==> config.mk <==
export PLATFORM = sky130hd
export DESIGN_NAME = axi_rr_arbiter
export DESIGN_NICKNAME = d
export VERILOG_FILES = /design/src/rtl/axi_rr_arbiter.sv
export SDC_FILE = /design/constraint.sdc
export NUM_CORES = 1
export LEC_CHECK = 0
export CAP_MARGIN = 10
export CORE_ASPECT_RATIO = 1.75
export CORE_UTILIZATION = 30
export DETAILED_ROUTE_END_ITERATION = 8
export PLACE_DENSITY = 0.79
export SYNTH_ARGS = -nofsm -noshare
export SYNTH_HDL_FRONTEND = slang
export SYNTH_SLANG_ARGS = --single-unit
export TNS_END_PERCENT = 30
==> constraint.sdc <==
create_clock -name clk -period 2.7 [get_ports clk]
set_input_delay 0.54 -clock clk [delete_from_list [all_inputs] [get_ports clk]]
set_output_delay 0.54 -clock clk [all_outputs]
set_load 0.005 [all_outputs]
==> src/rtl/axi_rr_arbiter.sv <==
// axi_rr_arbiter: round-robin AXI address-channel arbiter (req/addr/slv_ready/resp_done in; grant/owner/busy/sel/decerr/full out)
module axi_rr_arbiter #(
  parameter int NUM_M = 2,
  parameter int NUM_S = 2,
  parameter int ADDR_WIDTH = 32,
  parameter int MAX_OUTSTANDING = 4,
  localparam int M_W = NUM_M > 1 ? $clog2(NUM_M) : 1,
  localparam int S_W = NUM_S > 1 ? $clog2(NUM_S) : 1,
  localparam int C_W = $clog2(MAX_OUTSTANDING + 1)
) (
  input  logic                        clk,
  input  logic                        rst,
  input  logic [NUM_M-1:0]            req,
  input  logic [NUM_M*ADDR_WIDTH-1:0] addr,
  input  logic                        slv_ready,
  input  logic [NUM_M-1:0]            resp_done,
  output logic [NUM_M-1:0]            grant,
  output logic [M_W-1:0]              owner,
  output logic                        busy,
  output logic [S_W-1:0]              sel,
  output logic                        decerr,
  output logic [NUM_M-1:0]            full
);
  localparam logic [0:0] IDLE = 1'b0;
  localparam logic [0:0] GRANT = 1'b1;
  logic [0:0] state;
  logic [M_W-1:0] ptr, win;
  logic [NUM_M-1:0] eligible;
  logic [S_W-1:0] idx;
  logic [C_W-1:0] cnt [NUM_M];
  logic [C_W-1:0] cnt_nxt [NUM_M];
  assign busy = state == GRANT;
  assign eligible = req & ~full;
  assign idx = addr[int'(win)*ADDR_WIDTH + ADDR_WIDTH-1 -: S_W];
  always_comb begin
    win = '0;
    for (int k = NUM_M - 1; k >= 0; k--)
      if (eligible[(int'(ptr) + k) % NUM_M]) win = M_W'((int'(ptr) + k) % NUM_M);
  end
  always_comb begin
    for (int i = 0; i < NUM_M; i++) begin
      cnt_nxt[i] = cnt[i];
      cnt_nxt[i] = (grant[i] & req[i] & slv_ready) & ~(resp_done[i] & |cnt[i]) ? cnt[i] + C_W'(1) :
                   ~(grant[i] & req[i] & slv_ready) & (resp_done[i] & |cnt[i]) ? cnt[i] - C_W'(1) : cnt[i];
    end
  end
  always_ff @(posedge clk or negedge rst) begin
    if (!rst) begin
      state <= IDLE;
      grant <= '0;
      owner <= '0;
      sel <= '0;
      decerr <= 1'b0;
      ptr <= '0;
      full <= '0;
      for (int i = 0; i < NUM_M; i++) cnt[i] <= '0;
    end else begin
      for (int i = 0; i < NUM_M; i++) begin
        cnt[i] <= cnt_nxt[i];
        full[i] <= cnt_nxt[i] == C_W'(MAX_OUTSTANDING);
      end
      if (state == IDLE && |eligible) begin
        state <= GRANT;
        grant <= NUM_M'(1) << win;
        owner <= win;
        sel <= idx;
        decerr <= {1'b0, idx} >= (S_W+1)'(NUM_S);
      end else if (state == GRANT && (!req[owner] || slv_ready)) begin
        state <= IDLE;
        grant <= '0;
        decerr <= 1'b0;
        ptr <= owner == M_W'(NUM_M - 1) ? '0 : owner + M_W'(1);
      end
    end
  end
endmodule

# Yosys cells after proc, flatten, opt, wreduce, memory -nomap -nowiden
# Index checks and enable logic that the tools add are counted.
# classes
mul	0
shifts	2
n_eq_ne	2
order_cmp	3
div_mod_pow	0
mux	19
reduce_logical	9
n_addsub	8
n_bitwise	19
# op_table
op	count
64-bit by 8-bit variable part select with 1-bit output	1
1-bit 2-to-1 mux	13
3-bit 2-to-1 mux	4
1-bit bitwise AND	10
7-bit by 1-bit subtractor with 8-bit output, second input constant	1
6-bit by 6-bit adder with 7-bit output, second input constant	1
3-bit by 1-bit adder with 3-bit output, second input constant	2
3-bit equality test, second input constant	2
1-bit inverter	6
3-bit OR reduction	2
3-bit by 1-bit subtractor with 3-bit output, second input constant	2
1-bit by 2-bit < comparator with 1-bit output, second input constant	2
2-bit 2-to-1 mux	2
2-bit by 3-bit < comparator with 1-bit output, second input constant	1
1-bit adder, second input constant	2
2-bit bitwise AND	1
1-bit logical AND	2
2-bit inverter	1
2-bit AND reduction	1
2-bit nonzero test	1
2-bit OR reduction	1
1-bit by 1-bit left shift with 2-bit output, first input constant	1
1-bit bitwise AND, first input constant	1
1-bit logical NOT	1
1-bit logical OR	1
# totals
mem_bits_ro	0
latch_bits	0
output_inout_bits	8
n_memories	0
ram_bits	0
in_bits	71
elab_cells	71
regBits	15

# Longest topological paths before layout
# Gate-level depths: netlist of the first run.
# depth
ltp_word	10
mapped_depth	7

# Worst setup path after synthesis of the first run
# Ideal clock, no wire load.
# synth_path
kind	flip-flop to flip-flop
start	register cnt[3] (netlist bit)
end	register full[0]
required_ns	2.578
setup_slack_ns	0.771
setup_ns	0.122
stages_incl_launch_ff	8
arrival_ns	1.807
period_less_slack_ns	1.929
cell_sequence	dfrtp_1 -> inv_1 -> ha_1 -> ha_1 -> nand2b_1 -> and3_1 -> or4_4 -> a21boi_1
# synth_rtl
element	line	text
start, declared	30	logic [C_W-1:0] cnt [NUM_M];
start signal, assigned by index	59	cnt[i] <= cnt_nxt[i];
end signal, assigned by index	60	full[i] <= cnt_nxt[i] == C_W'(MAX_OUTSTANDING);
end, declared	22	output logic [NUM_M-1:0] full

==> results of run 1 <==
worst paths after layout:
check | startpoint | end | cells after the start
min in group asynchronous | rst | cnt[4] | 1
worst min-delay path | ptr | ptr | 2
worst max register to register | cnt[3] | full[0] | 7
worst min register to register | ptr | ptr | 2
worst max-delay path | cnt[3] | full[0] | 7
max in group asynchronous | rst | full[0] | 1
worst min-delay path: cells and delay by family, from the launching register on:
family             cells  cell delay (ps)
AOI/OAI and AO/OA      1               70
DFF                    1              340
and+or+nand+nor        1               50
sequential cells by signal (all words and copies together) (netlist names):
register,flops
busy,1
owner,1
grant,2
sel,1
full,2
cnt,6
ptr,1
placed cells by master, fill, tap and decap left out:
| master | netlist | routed |
|---|---|---|
| clkbuf_8 | 0 | 3 |
| or4_1 | 1 | 1 |
| nor3_1 | 5 | 5 |
| mux2i_1 | 2 | 2 |
| or4_4 | 1 | 1 |
| mux2_2 | 1 | 1 |
| nand3_1 | 1 | 1 |
| nor2b_1 | 3 | 3 |
| o31ai_1 | 1 | 1 |
| and2_1 | 2 | 2 |
| nand4_2 | 1 | 1 |
| nand4_1 | 2 | 2 |
| clkdlybuf4s50_1 | 0 | 15 |
| o21bai_1 | 1 | 1 |
| a21o_1 | 2 | 2 |
| o21a_1 | 2 | 2 |
| nor2_1 | 5 | 5 |
| conb_1 | 1 | 1 |
| nand3_2 | 1 | 1 |
| nand2b_1 | 3 | 3 |
| a21oi_1 | 2 | 2 |
| nand2_1 | 8 | 8 |
| inv_1 | 7 | 7 |
| xnor2_1 | 3 | 3 |
| and3_1 | 4 | 4 |
| ha_1 | 6 | 6 |
| o21ai_0 | 2 | 2 |
| o21ai_1 | 3 | 3 |
| a21boi_1 | 2 | 2 |
| o211ai_1 | 1 | 1 |
| a221o_1 | 1 | 1 |
| dfrtp_1 | 14 | 14 |
| o22ai_1 | 2 | 2 |
metal layers:
| metal | up-vias | routed length [um] | global-route usage (%) |
|---|---|---|---|
| li1 | 354 | - | - |
| met1 | 361 | 714 | 14.8 |
| met2 | 20 | 889 | 22.2 |
| met3 | 5 | 63 | 1.99 |
| met4 | 0 | 32 | 6.60 |
| met5 | - | 0 | 0 |
cells in the mapped netlist, drive strengths merged:
cell,n
a221o,1
buf,1
ha,6
nand2b,3
mux2,1
nand4,3
o211ai,1
and2,2
o31ai,1
a21boi,2
dfrtp,14
a21o,2
o21bai,1
inv,7
nor2,5
nand2,8
o21ai,5
or4,2
and3,4
conb,1
mux2i,2
a21oi,2
o21a,2
nor2b,3
o22ai,2
nand3,2
nor3,5
xnor2,3
metrics by stage:
| step | util [%] | std cells |
|---|---|---|
| after global placement | 38.3 | 132 |
| after floorplan | - | 91 |
| after global routing | 39.8 | 135 |
| final | 39.8 | 135 |
| after detailed placement | 38.3 | 132 |
| after CTS | 39.8 | 135 |
final cells by class:
class | instances | share of cell area [%]
Timing Repair Buffer | 15 | 14.0
Clock buffer | 3 | 3.86
Inverter | 7 | 2.45
Sequential cell | 14 | 32.7
Multi-Input combinational cell | 69 | 43.8
Tap cell | 27 | 3.15
power by group:
group,leakage (nW),switching [mW],internal [mW]
clock,0.0216,0.0696,0.0987
combinational,0.309,0.273,0.320
sequential,0.172,0.0942,0.314
kinds of logic after synthesis:
group	count (synthesis)	synth area share, %
xor+xnor	3	3.08
compound gates	19	14.7
fa+ha+maj	6	8.80
mux	3	3.67
flops	14	41.1
buf+inv	8	3.96
simple gates	37	24.3
other cells	1	0.439
==> tab_implementation.tex, run 1 <==
\begin{tabular}{lr}
\hline
Metric & Value \\
\hline
\multicolumn{2}{l}{\textbf{Drt}} \\
\quad Drt first pass iters & 2 \\
\quad DRC violations left & 0 \\
\quad Initial DRC count & 22 \\
\quad Routed vias & between 700 and 800 \\
\quad Detailed-route vias per instance & around 5.5 \\
\quad Post-DRT Antenna Nets & 0 \\
\quad Total Wirelength & 1700 um \\
\quad Average wire per standard cell & 12.6 um \\
\multicolumn{2}{l}{\textbf{Layout}} \\
\quad Number of inserted filler cells in the final layout & around 290 \\
\quad \# diodes & 0 \\
\quad Design Area, Final & roughly 1100 um\^{}2 \\
\quad Area taken by multi-input logic gates & 469 um\^{}2 \\
\quad FF/Latch Area & approximately 350 um\^{}2 \\
\quad Synth-to-layout area growth & 25.5\% \\
\quad Share of layout cells above drive strength 1 & under 10\% \\
\quad Number of nets in the finished design & between 150 and 200 \\
\multicolumn{2}{l}{\textbf{Worst setup path}} \\
\quad R2R setup slack & roughly 640 ps \\
\quad Type of origin of the critical path & flip-flop \\
\quad Crit-path cells & inv\_1 > ha\_1 > ha\_1 > nand2b\_1 > and3\_1 > or4\_4 > a21boi\_1 \\
\quad Worst Setup Path Type & flip-flop to flip-flop \\
\quad Crit-path most repeated cell & ha\_1 \\
\quad Top fanout value on the critical path & 6 \\
\quad Master of the slowest instance on the critical path & or4\_4 \\
\quad Highest cell delay on the worst timing path & between 500 and 600 ps \\
\quad Critical path's top delay family & simple AND/OR/NAND/NOR gates \\
\quad Buffer and inverter count on the worst path & 1 \\
\quad Required time reported for the critical path endpoint & 2830 ps \\
\quad Worst endpoint data arrival time & 2190 ps \\
\quad Type of element capturing the critical path & flip-flop \\
\multicolumn{2}{l}{\textbf{Clock network}} \\
\quad Clock tree from TritonCTS & done \\
\quad Clock Path Buffers & 2 \\
\quad Reg clk slew, reported paths & approximately 50 ps \\
\quad H-Tree Depth & 1 \\
\quad Clock root buffer & clkbuf\_8 \\
\quad Post-CTS setup repair buffer count & 0 \\
\quad CTS-repair resized insts & 0 \\
\quad Number of hold-repair buffers added at the cts stage & 0 \\
\quad Clock latency on the worst-skew pair & between 200 and 250 ps \\
\quad Number of sinks handled by clock tree synthesis & 14 \\
\quad CTS buffer count & 3 \\
\multicolumn{2}{l}{\textbf{Yosys}} \\
\quad Synth warn & 0 \\
\quad Area share of the leading cell type in the synthesized netlist & between 40\% and 50\% \\
\quad Number of library cell types mapped by synthesis & 32 \\
\quad Nets in the synthesized netlist & 168 \\
\quad Netlist area before placement & between 800 and 900 um\^{}2 \\
\quad Average instance area after synthesis & 9.38 um\^{}2 \\
\quad Yosys top cell by area & dfrtp\_1 \\
\quad Number of synthesized register bits & 14 \\
\quad Cells after Synth & just over 90 \\
\quad Sequential cell area fraction in the yosys report & about two fifths \\
\quad Most area-consuming cells after synthesis & dfrtp\_1 (41\%), ha\_1 (8.8\%), nand2\_1 (3.5\%) \\
\multicolumn{2}{l}{\textbf{Power and ir drop}} \\
\quad Static leakage & 0.503 nW \\
\quad Post-layout power & 1.17 mW \\
\quad Highest ir drop seen on vdd & 0.000468 V \\
\quad Power density of the placed cells & between 1000 and 1500 nW/um\^{}2 \\
\multicolumn{2}{l}{\textbf{Global route}} \\
\quad Global Route Usage Sum & 12.8\% \\
\quad Initial antenna violation count & 0 \\
\quad Wire length of the first global-routing pass & 3050 um \\
\quad Total global routing overflow & 0 \\
\quad Vias in the first global route & between 700 and 800 \\
\quad Maximum number of pins on one net before global-route repair & 15 \\
\multicolumn{2}{l}{\textbf{Floorplan}} \\
\quad Initial core utilization & roughly a third \\
\quad Horizontal die dimension & around 42 um \\
\quad Site row count & 25 \\
\quad Core Footprint & between 2000 and 3000 um\^{}2 \\
\quad Height of the die & $\sim$73 um \\
\quad Die Outline Area & approximately 3100 um\^{}2 \\
\quad Number of top-level design ports & just under 80 \\
\multicolumn{2}{l}{\textbf{Run}} \\
\quad \# Max-Cap Violations & 0 \\
\multicolumn{2}{l}{\textbf{STA}} \\
\quad Hold violation count in the final report & 0 \\
\quad Upper clock frequency limit & just under 500 MHz \\
\quad Worst Hold Slack & between 400 and 500 ps \\
\quad Clk\_skew & between 1 and 1.5 ps \\
\quad Smallest setup slack after layout & between 600 and 700 ps \\
\quad Count of final max-slew check failures & 0 \\
\quad RSZ-0062 raised after global routing & no \\
\quad Total Negative Setup Slacks & 0 ps \\
\quad Normalized max-slew margin & between 50 and 60\% \\
\quad Setup-failing EPs final & 0 \\
\quad Period utilisation layout & between 70\% and 80\% \\
\quad Worst Max-Slew Pin Slew & approximately 640 ps \\
\quad Post-route minimum period & around 2100 ps \\
\multicolumn{2}{l}{\textbf{Placement}} \\
\quad Placement-stage cell area & roughly 1000 um\^{}2 \\
\quad Final GP Congestion & just over 0.7 \\
\quad Buffers added on ports & 15 \\
\quad DPL Wire Length & between 1000 and 1500 um \\
\quad Worst slack at placement & about 400 ps \\
\multicolumn{2}{l}{\textbf{Min path}} \\
\quad Path class of the lowest-slack min-delay path & flip-flop to flip-flop \\
\multicolumn{2}{l}{\textbf{Outcome}} \\
\quad Outcome & finished clean \\
\hline
\end{tabular}
No activity file was read; power rests on OpenSTA's default activity.
==> inputs of run 2 (changes only) <==
==> constraint.sdc (replaced) <==
create_clock -name clk -period 2.1 [get_ports clk]
set_input_delay 0.42 -clock clk [delete_from_list [all_inputs] [get_ports clk]]
set_output_delay 0.42 -clock clk [all_outputs]
set_load 0.005 [all_outputs]
==> run 2 against run 1 <==
Hold slack better by 6.0 ps. Critical endpoint unchanged. Clock-buffer cell count up 1. Final area up 4.8%. Critical path depth unchanged. First-iteration DRC count down 45%. Clock power up 52%. Final cell count up 4.4%. Combinational power up 29%.
==> tab_implementation.tex, run 2 (synthesis results as in run 1) <==
\begin{tabular}{lr}
\hline
Metric & Value \\
\hline
\multicolumn{2}{l}{\textbf{STA}} \\
\quad Post-route minimum period & 1970 ps (-89.4 ps) \\
\quad Worst Max-Slew Pin Slew & 610 ps (-25.5 ps) \\
\quad Normalized max-slew margin & 59.2\% (+1.7 points) \\
\quad Total Negative Setup Slacks & 0 ps (unchanged) \\
\quad Clk\_skew & 0.842 ps (-0.593 ps) \\
\quad Worst Hold Slack & 501 ps (+5.99 ps) \\
\quad Smallest setup slack after layout & 127 ps (-511 ps) \\
\quad Hold violation count in the final report & 0 (unchanged) \\
\quad Count of final max-slew check failures & 0 (unchanged) \\
\quad Upper clock frequency limit & 507 MHz (+4.5\%) \\
\quad RSZ-0062 raised after global routing & no \\
\quad Period utilisation layout & 94.0\% (+18 points) \\
\quad Setup-failing EPs final & 0 (unchanged) \\
\multicolumn{2}{l}{\textbf{Drt}} \\
\quad Total Wirelength & 1630 um (-4.2\%) \\
\quad Initial DRC count & 12 (-45\%) \\
\quad DRC violations left & 0 (unchanged) \\
\quad Drt first pass iters & 3 (+1) \\
\quad Average wire per standard cell & 11.5 um (-8.3\%) \\
\quad Post-DRT Antenna Nets & 0 (unchanged) \\
\quad Detailed-route vias per instance & 5.24 (-4.4\%) \\
\quad Routed vias & 739 (-0.14\%) \\
\multicolumn{2}{l}{\textbf{Min path}} \\
\quad Path class of the lowest-slack min-delay path & flip-flop to flip-flop \\
\quad Startpoint of the most critical hold path & ptr \\
\multicolumn{2}{l}{\textbf{Worst setup path}} \\
\quad Crit-path most repeated cell & ha\_1 \\
\quad Crit path from & cnt[3] \\
\quad Highest cell delay on the worst timing path & 530 ps (about the same) \\
\quad Critical register-to-register path startpoint & cnt[3] \\
\quad Worst endpoint data arrival time & 2100 ps (-90 ps) \\
\quad Crit-path cells & inv\_1 > ha\_1 > ha\_1 > nand2b\_1 > and3\_1 > or4\_4 > a21boi\_1 \\
\quad Type of element capturing the critical path & flip-flop \\
\quad Required time reported for the critical path endpoint & 2230 ps (-600 ps) \\
\quad Top fanout value on the critical path & 3 (-3) \\
\quad Critical path's top delay family & simple AND/OR/NAND/NOR gates \\
\quad Master of the slowest instance on the critical path & or4\_4 \\
\quad Buffer and inverter count on the worst path & 1 (unchanged) \\
\quad Worst Setup Path Type & flip-flop to flip-flop \\
\quad Type of origin of the critical path & flip-flop \\
\multicolumn{2}{l}{\textbf{Layout}} \\
\quad Register name with the most flops & cnt \\
\quad Share of layout cells above drive strength 1 & 11.4\% (+4.9 points) \\
\quad Largest register FFs & 6 (unchanged) \\
\quad Leading cell type in the layout, fill and taps excluded & clkdlybuf4s50\_1 \\
\quad Number of nets in the finished design & 192 (+2.7\%) \\
\quad Finished Layout Cells & 141 (+4.4\%) \\
\quad Design Area, Final & 1120 um\^{}2 (+4.8\%) \\
\quad Synth-to-layout area growth & 31.5\% \\
\quad \# diodes & 0 (unchanged) \\
\quad Final Util & 41.7\% (+1.9 points) \\
\quad Largest registers in the final layout & cnt: 6 flops, full: 2 flops, grant: 2 flops \\
\quad Commonest cells after routing, fill and taps aside & clkdlybuf4s50\_1 (15), dfrtp\_1 (14), nand2\_1 (8) \\
\multicolumn{2}{l}{\textbf{Power and ir drop}} \\
\quad Power density of the placed cells & 1380 nW/um\^{}2 (+26\%) \\
\quad Relative contribution of the clock network to total power & 16.5\% (+2.1 points) \\
\quad Power share of the combinational group & 49.3\% (-1.4 points) \\
\quad Cell internal pwr & 0.995 mW (+36\%) \\
\quad Flop pwr share & 34.1\% (-0.8 points) \\
\quad Static leakage & 0.534 nW (+6.1\%) \\
\quad Net switching power of the design & 0.552 mW (+27\%) \\
\quad Switching Fraction & 35.7\% (-1.6 points) \\
\quad Highest ir drop seen on vdd & 0.000641 V (+37\%) \\
\quad Post-layout power & 1.55 mW (+32\%) \\
\multicolumn{2}{l}{\textbf{Run}} \\
\quad \# Max-Cap Violations & 0 (unchanged) \\
\multicolumn{2}{l}{\textbf{Global route}} \\
\quad Total global routing overflow & 0 (unchanged) \\
\quad Vias in the first global route & 694 (-5.7\%) \\
\quad Maximum number of pins on one net before global-route repair & 15 (unchanged) \\
\quad Global Route Usage Sum & 11.4\% (-1.4 points) \\
\quad Wire length of the first global-routing pass & 2800 um (-8.1\%) \\
\quad Initial antenna violation count & 0 (unchanged) \\
\multicolumn{2}{l}{\textbf{Outcome}} \\
\quad Outcome & finished clean \\
\multicolumn{2}{l}{\textbf{Clock network}} \\
\quad Number of hold-repair buffers added at the cts stage & 0 (unchanged) \\
\quad CTS-repair resized insts & 0 (unchanged) \\
\quad Clock tree from TritonCTS & done \\
\quad Clock root buffer & clkbuf\_8 \\
\quad CTS buffer count & 3 (unchanged) \\
\quad Post-CTS setup repair buffer count & 0 (unchanged) \\
\quad Clock latency on the worst-skew pair & 240 ps (about the same) \\
\quad Reg clk slew, reported paths & 60 ps (about the same) \\
\quad H-Tree Depth & 1 (unchanged) \\
\quad Clock Path Buffers & 2 (unchanged) \\
\quad Number of sinks handled by clock tree synthesis & 14 (unchanged) \\
\multicolumn{2}{l}{\textbf{Floorplan}} \\
\quad Site row count & 25 (unchanged) \\
\quad Horizontal die dimension & 42.3 um (unchanged) \\
\quad Die Outline Area & 3070 um\^{}2 (unchanged) \\
\quad Height of the die & 72.6 um (unchanged) \\
\quad Core Footprint & 2690 um\^{}2 (unchanged) \\
\quad Initial core utilization & 31.7\% (unchanged) \\
\quad Number of top-level design ports & 79 (unchanged) \\
\multicolumn{2}{l}{\textbf{Placement}} \\
\quad Worst slack at placement & 41.4 ps (-370 ps) \\
\quad Buffers added on ports & 15 (unchanged) \\
\quad DPL Wire Length & 1310 um (-4.6\%) \\
\quad Placed cell count & 137 (+3.8\%) \\
\quad Final GP Congestion & 0.710 (+0.79\%) \\
\quad Placement-stage cell area & 1070 um\^{}2 (+3.6\%) \\
\hline
\end{tabular}
## run 2: worst reg2reg max path, stage by stage (launching register included)
cell and delay, ps:
dfrtp_1 370, inv_1 90, ha_1 210, ha_1 180
nand2b_1 150, and3_1 180, or4_4 530, a21boi_1 140
## run 2: power by group through the flow
stage          sequential [mW]  clock [mW]  combinational, mW
2_1_floorplan            0.509           0              0.512
3_3_place_gp             0.525           0              0.739
3_5_place_dp             0.532           0              0.767
4_1_cts                  0.529       0.260              0.774
5_1_grt                  0.552       0.274              0.859
6_report                 0.528       0.256              0.763
## run 2: layout make-up
cell class                      instances  area, um^2
Timing Repair Buffer                   20         188
Fill cell                             271        1570
Tap cell                               27        33.8
Sequential cell                        14         350
Clock buffer                            4        55.1
Multi-Input combinational cell         69         469
Inverter                                7        26.3
## run 2: final timing paths
path                            to  slack, ps  cells past startpoint
setup / recovery           full[0]        130                      7
hold / removal                 ptr        500                      2
setup reg to reg           full[0]        130                      7
hold reg to reg                ptr        500                      2
max in group asynchronous     busy       1140                      1
min in group asynchronous      sel        560                      1
## run 2: per-layer routing
metal / share of wire, % / global-route usage (%)
met1: 44 / 14.6
met2: 50 / 18.8
met3: 3.5 / 1.49
met4: 1.6 / 5.21
met5: 0 / 0
